[config.mk]
export PLATFORM = sky130hd
export DESIGN_NAME = pipe_stage_skid
export DESIGN_NICKNAME = d
export VERILOG_FILES = /design/src/rtl/pipe_stage_skid.sv
export SDC_FILE = /design/constraint.sdc
export NUM_CORES = 1
export LEC_CHECK = 0
export ABC_CLOCK_PERIOD_IN_PS = 1980
export BUFFER_PORTS_ARGS = -buffer_cell sky130_fd_sc_hd__buf_2
export CORE_MARGIN = 5
export CORE_UTILIZATION = 30
export CTS_CLUSTER_DIAMETER = 30
export DETAILED_ROUTE_END_ITERATION = 12
export PLACE_DENSITY = 0.56
export SLEW_MARGIN = 20
export SYNTH_ARGS = -nofsm -noshare
export SYNTH_HDL_FRONTEND = slang
export SYNTH_SLANG_ARGS = --single-unit
[constraint.sdc]
create_clock -name clk -period 1.98 [get_ports clk]
set_input_delay 0.099 -clock clk [delete_from_list [all_inputs] [get_ports clk]]
set_output_delay 0.099 -clock clk [all_outputs]
set_load 0.05 [all_outputs]
[src/rtl/pipe_stage_skid.sv]
// -----------------------------------------------------------------------------
// pipe_stage_skid
//   One pipeline stage with a main register plus a single skid register, so
//   that in_ready is a registered signal with no combinational path from
//   out_ready. Carries an instruction, its incremented PC and an error flag.
//   While the stage holds no valid entry the outputs show NOP_VAL / 0 / 0.
//
// Parameters
//   DATA_W   width of instruction/payload field
//   PC_W     width of incremented-PC field
//   NOP_VAL  payload shown when empty (resized to DATA_W)
//
// Ports
//   clk, rst                  clock, asynchronous active-high reset
//   in_valid/in_ready         upstream handshake
//   in_data/in_pc/in_err      upstream entry
//   out_valid/out_ready       downstream handshake
//   out_data/out_pc/out_err   held entry (NOP_VAL/0/0 when out_valid=0)
//   flush, flush_exempt       discard everything unless exempt this cycle
//   stall_cnt, flush_cnt      saturating performance counters
//                             (present only with PIPE_STAGE_PERF_EN defined)
//
// Optional macro: PIPE_STAGE_PERF_EN
// -----------------------------------------------------------------------------
module pipe_stage_skid #(
  parameter int          DATA_W  = 16,
  parameter int          PC_W    = 16,
  parameter logic [15:0] NOP_VAL = 16'b0000_1000_0000_0000
) (
  input  logic              clk,
  input  logic              rst,
  input  logic              in_valid,
  output logic              in_ready,
  input  logic [DATA_W-1:0] in_data,
  input  logic [PC_W-1:0]   in_pc,
  input  logic              in_err,
  output logic              out_valid,
  input  logic              out_ready,
  output logic [DATA_W-1:0] out_data,
  output logic [PC_W-1:0]   out_pc,
  output logic              out_err,
  input  logic              flush,
  input  logic              flush_exempt
`ifdef PIPE_STAGE_PERF_EN
  ,
  output logic [15:0]       stall_cnt,
  output logic [15:0]       flush_cnt
`endif
);

  localparam logic [DATA_W-1:0] NOP_D = DATA_W'(NOP_VAL);

  logic              r_main_vld;
  logic [DATA_W-1:0] r_main_data;
  logic [PC_W-1:0]   r_main_pc;
  logic              r_main_err;

  logic              r_skid_vld;
  logic [DATA_W-1:0] r_skid_data;
  logic [PC_W-1:0]   r_skid_pc;
  logic              r_skid_err;

  logic w_flush;
  logic w_accept;
  logic w_release;

  assign w_flush   = flush & ~flush_exempt;
  assign w_accept  = in_valid & ~r_skid_vld;
  assign w_release = r_main_vld & out_ready;

  assign in_ready  = ~r_skid_vld;
  assign out_valid = r_main_vld;
  assign out_data  = r_main_data;
  assign out_pc    = r_main_pc;
  assign out_err   = r_main_err;

  // Main/skid storage. Invalid slots are always parked at NOP_VAL/0/0 so the
  // outputs need no muxing on out_valid.
  always_ff @(posedge clk or posedge rst) begin
    if (rst) begin
      r_main_vld  <= 1'b0;
      r_main_data <= NOP_D;
      r_main_pc   <= '0;
      r_main_err  <= 1'b0;
      r_skid_vld  <= 1'b0;
      r_skid_data <= NOP_D;
      r_skid_pc   <= '0;
      r_skid_err  <= 1'b0;
    end else if (w_flush) begin
      r_main_vld  <= 1'b0;
      r_main_data <= NOP_D;
      r_main_pc   <= '0;
      r_main_err  <= 1'b0;
      r_skid_vld  <= 1'b0;
      r_skid_data <= NOP_D;
      r_skid_pc   <= '0;
      r_skid_err  <= 1'b0;
    end else if (w_release && r_skid_vld) begin
      // Skid drains into main; no accept can coincide since in_ready is low.
      r_main_vld  <= 1'b1;
      r_main_data <= r_skid_data;
      r_main_pc   <= r_skid_pc;
      r_main_err  <= r_skid_err;
      r_skid_vld  <= 1'b0;
      r_skid_data <= NOP_D;
      r_skid_pc   <= '0;
      r_skid_err  <= 1'b0;
    end else if (w_accept && (!r_main_vld || w_release)) begin
      r_main_vld  <= 1'b1;
      r_main_data <= in_data;
      r_main_pc   <= in_pc;
      r_main_err  <= in_err;
    end else if (w_accept) begin
      // Main is occupied and stalled: park the new entry in the skid slot.
      r_skid_vld  <= 1'b1;
      r_skid_data <= in_data;
      r_skid_pc   <= in_pc;
      r_skid_err  <= in_err;
    end else if (w_release) begin
      r_main_vld  <= 1'b0;
      r_main_data <= NOP_D;
      r_main_pc   <= '0;
      r_main_err  <= 1'b0;
    end
  end

`ifdef PIPE_STAGE_PERF_EN
  logic [15:0] r_stall_cnt;
  logic [15:0] r_flush_cnt;

  always_ff @(posedge clk or posedge rst) begin
    if (rst) begin
      r_stall_cnt <= '0;
      r_flush_cnt <= '0;
    end else begin
      if (r_main_vld && !out_ready && (r_stall_cnt != 16'hFFFF))
        r_stall_cnt <= r_stall_cnt + 16'd1;
      if (w_flush && (r_flush_cnt != 16'hFFFF))
        r_flush_cnt <= r_flush_cnt + 16'd1;
    end
  end

  assign stall_cnt = r_stall_cnt;
  assign flush_cnt = r_flush_cnt;
`endif

endmodule

# Word-level counts from Yosys, hierarchy flattened
# Cells that the tools add are included.
# Widths: inputs -> output; s select.
# word_totals
regBits	68
in_bits	39
elab_cells	57
# classes
eq_ne	2
n_mux	34
n_bitwise	5
n_reduce_logical	8
# op_table
cell	count
$mux 16	18
$mux 1	16
$ne 4x2->1 const B	1
$reduce_and 2->1	2
$reduce_bool 4->1	1
$and 1x1->1	3
$ne 3x3->1 const B	1
$reduce_bool 3->1	1
$logic_and 1x1->1	2
$not 1->1	2
$logic_not 1->1	1
$logic_or 1x1->1	1

# Longest topological paths before layout
# depth
depth_word	6
ltp_mapped	5

# Worst setup path before layout
# Ideal clock, no wire load.
# synth_timing
path_type	register -> register
from	register r_main_vld (netlist: out_valid)
to	register r_main_data[0] (netlist: out_data[0])
t_arrival_ns	1.558
path_slack_ns	0.347
stages_incl_launch_ff	6
n_path_buf	2
cell_sequence	dfrtp_1 -> buf_6 -> nand2_1 -> a221o_2 -> buf_6 -> o2bb2ai_2
# synth_via
elab_chain_cells	6
elab_cells_between_ends	11
classes_between	1 x eq/ne; 3 x mux; 1 x bitwise; 6 x reduce/logical
# synth_lines
item	line	text
start: declaration	53	logic r_main_vld;
start signal: assignment	81	r_main_vld <= 1'b0;
start signal: assignment	90	r_main_vld <= 1'b0;
start signal: assignment	100	r_main_vld <= 1'b1;
$and 1x1->1 / $logic_not 1->1 (equally long branches)	69, 108	
$logic_or 1x1->1	108	end else if (w_accept && (!r_main_vld || w_release)) begin
$logic_and 1x1->1	108	
$mux 16	108	
$mux 16	98	end else if (w_release && r_skid_vld) begin
$mux 16	89	end else if (w_flush) begin
end signal: assignment	101	r_main_data <= r_skid_data;
end signal: assignment	110	r_main_data <= in_data;
end: declaration	54	logic [DATA_W-1:0] r_main_data;
# Several ways; a longest one is shown, not always the timed one.
# A chain may end at the register's enable or synchronous reset.

# Worst setup path after layout
# layout_timing
from	register r_skid_vld
to	register r_skid_data[12]
# layout_via
elab_chain_cells	5
elab_cells_between_ends	9
classes_between	1 x eq/ne; 2 x mux; 2 x bitwise; 4 x reduce/logical
# layout_lines
item	line	text
start: declaration	58	logic r_skid_vld;
start signal: assignment	85	r_skid_vld <= 1'b0;
start signal: assignment	94	r_skid_vld <= 1'b0;
start signal: assignment	104	r_skid_vld <= 1'b0;
$not 1->1	68	assign w_accept = in_valid & ~r_skid_vld;
$and 1x1->1	68	
$logic_and 1x1->1	108	
$ne 3x3->1 (no source line)	n/a	
$reduce_and 2->1 (no source line)	n/a	
end signal: assignment	116	r_skid_data <= in_data;
end: declaration	59	logic [DATA_W-1:0] r_skid_data;
# Several ways; a longest one is shown, not always the timed one.

==> results.txt <==
Input and output buffers added on the ports amount to 73. After detailed routing, the average wire length per cell comes to 16.5 um. 74 I/O pins were placed. The post-synthesis area per instance is between 10 and 15 um^2. After routing, the total negative slack on setup checks comes to 0 ns. Yosys mapped the design onto 27 distinct sky130hd cell types. The critical path in this run is classified as flip-flop to flip-flop. The share of the cycle needed by the critical path after routing is 0.922. The initial antenna violation count is 0. The detail route stage leaves a number of antenna-violating nets equal to 0. Compared with the post-synthesis result, the final layout area differs by 31.9%. The count of fill cells added during filler insertion is 1,001. The normalized max-slew margin came out at 0.350. The part of the total power dissipated in sequential elements is 0.415. The switching power summed over all nets is 0.00161 W. Across the VDD grid, the largest voltage drop is 0.000350 V. The worst setup path is launched from a flip-flop. The final hold violation count is 0. TritonCTS built the clock tree. The synthesized net count is 250. The cell sitting at the root of the clock tree is a clkbuf_8. The worst hold slack is 0.0192 ns. Leaving out fill and tap cells, the most frequent cells in the layout are buf_2 (73), dfrtp_1 (66), mux2i_1 (33), dlygate4sd3_1 (33), o2bb2ai_2 (30). The number of global-route vias before repair came out at between 2,000 and 2,500. The post-synthesis instance total is 211. The first-pass iteration count of the detailed router came out at 4.

The die covers 12,700 um^2. The number of standard-cell rows in the floorplan is 37. The clock network latency to the later pin of the worst-skew pair is 0.34 ns.

The clock tree synthesis step divided the H-tree into 3 levels. Timing would allow up to 548 MHz. The number of warnings reported in the yosys synthesis log came out at 0. The total congestion overflow after global routing is 0. The initial cell density of the core came out at 0.307. Walking the worst path, the cells encountered are and2_2 > o21ai_4 > a32o_2. At the pin with the least slew margin, the transition time is roughly 1 ns. The share of power burned in the clock network is 0.258.

The detailed router's first-iteration violation count is between 60 and 70. The async set or reset register ratio after synthesis is 1.00. The final-report setup violation count came out at 0. The count of inserted antenna diode cells is 0. In the global route stage, overall resource usage came out at 0.125.

The post-synthesis sequential area ratio came out at 0.540. The die boundary width came out at between 100 and 150 um. The power density of the placed cells is ~1000 nW/um^2. Leaving out fill and tap cells, the most frequent cell in the layout is buf_2. At the worst endpoint, the arrival time is between 2 and 2.5 ns. Synthesis inferred 68 register bits.

In this run the worst hold path is classified as input pin to flip-flop. The final period demand of the worst path came out at 1.83 ns. The clock transition at the register clock pins on the worst setup and hold paths after CTS is ~0.070 ns. STA classifies the critical path endpoint as a flip-flop. In this run the worst path has a maximum fanout of 33. The height of the die is 113 um. The slowest stage of the critical path is the o21ai_4 cell. The finished cells cover 4160 um^2. The largest single stage delay on the critical path is approximately 0.77 ns. The final layout contains 355 nets. Of the total power, combinational logic draws 0.327. The number of vias in the routed layout is 2,229. Setup repair after global routing left no endpoint under its margin. The number of pins exceeding their max-slew limit in the final report is 0. The total DRC errors in the routed layout is 0. The placeable core area came out at 10,300 um^2.

The last weighted congestion value of the routability-driven placer came out at 0.685. The run finished with clean final reports. The detailed placer's ending HPWL came out at 4650 um. The post-place instance area is approximately 3600 um^2. The leakage power total is about 2.1 nW. The maximum number of pins on one net before global-route repair came out at 35. No sink is reached through more buffers than the 2 on the longest clock path.

The worst clock skew on the final layout is 0.0106 ns. The internal power of the cells is around 0.0026 W. The required time of the critical path is 2.25 ns. The clock buffer count from CTS is 9. The ratio of cells with drive above 1 in the final layout is 0.433. The proportion of total power due to net switching is 0.379. The number of max-cap violations came out at 0.

Counting both buffers and inverters, the worst setup path holds a total of 0. The global-route wire length before repair came out at 12,600 um. Summed over all layers, the routed wires come to roughly 7600 um. The number of flops mapped to enable cells by yosys came out at 0. The family with the most delay on the worst path is compound AO/OA/AOI/OAI gates. In the routed layout, each cell is associated on average with a via count of 4.88. The final worst-path setup slack is 0.155 ns. The predominant post-synthesis flop cell is dfrtp_1. The worst slack at placement came out at 0.0899 ns. The number of gates resized after cts came out at 0. The final core area utilization came out at 0.405. The mapped cell area is roughly 3200 um^2. The clock net in this run drives a total of 68 sinks.
[layout make-up]
type / count / area (um^2) / area share
inverters: 6 / 22.5 / 0.00542
repair buffers: 115 / 788 / 0.190
clock buffers: 11 / 131 / 0.0316
clock inverters: 5 / 52.6 / 0.0126
flip-flops and latches: 68 / 1700 / 0.410
multi-input cells: 116 / 1290 / 0.310
well taps: 136 / 170 / 0.0409
[Yosys cell counts (2+ instances only)]
library cell  instances  area, um^2
nand2_1               3        11.3
a21oi_1               2        10.0
buf_2                10        50.1
o2bb2ai_2            30         450
dfstp_2               2        52.6
buf_6                 8        90.1
dfrtp_1              66        1650
a32o_2                3        33.8
a32o_1               29         290
clkbuf_1              3        11.3
inv_1                 6        22.5
o2bb2ai_1             2        17.5
mux2i_1              33         330
[power by group through the flow]
stage	sequential, W	combinational [W]	clock (W)
6_report	0.00176	0.00139	0.00110
5_1_grt	0.00179	0.00148	0.00119
3_3_place_gp	0.00179	0.00135	0
4_1_cts	0.00176	0.00141	0.00114
2_1_floorplan	0.00226	0.000553	0
3_5_place_dp	0.00179	0.00136	0
[state kept, by name, summed over array words and instances (netlist names)]
register     cells
r_skid_err       1
r_skid_pc       16
r_skid_data     16
out_pc          16
out_data        16
out_err          1
r_skid_vld       1
out_valid        1
[metal layers]
metal / track usage / vias up / part of all wire
li1: - / 1057 / -
met1: 0.161 / 1114 / 0.46
met3: 0.0291 / 7 / 0.044
met2: 0.204 / 51 / 0.48
met4: 0.0481 / 0 / 0.014
met5: 0 / - / 0
[worst register-to-register path, stage by stage, from the launching register on]
cell     delay [ns]
dfrtp_1        0.46
and2_2         0.22
o21ai_4        0.77
a32o_2         0.31
[cell families (layout without fill, tap and decap cells)]
logic type | Yosys count | in the layout | share of synthesized area
buf+inv | 27 | 137 | 0.0552
simple gates | 11 | 11 | 0.0286
flops | 68 | 68 | 0.540
mux | 33 | 33 | 0.105
compound gates | 72 | 72 | 0.271
[stage by stage]
stage | power, W | cells
CTS | 0.00431 | 456
global route | 0.00446 | 457
global placement | 0.00313 | 408
finish | 0.00425 | 457
floorplan | 0.00282 | 211
detailed placement | 0.00314 | 408
[timing repair]
item                                   4_1_cts  5_1_grt
hold buffers                                32        1
endpoints found under the hold margin       97        1
setup buffers                                0        0
[path summary, 6_finish.rpt]
check | slack [ns] | start | endpoint | depth (start not counted)
worst max-delay path | 0.15 | r_skid_vld | r_skid_data[12] | 3
max in group asynchronous | 1.20 | rst | out_data[11] | 4
worst max register to register | 0.15 | r_skid_vld | r_skid_data[12] | 3
worst min register to register | 0.48 | out_data[11] | out_data[11] | 2
min in group asynchronous | 0.15 | rst | r_skid_data[10] | 3
worst min-delay path | 0.02 | in_data[15] | r_skid_data[15] | 2
No activity file was read; power rests on OpenSTA's default activity.
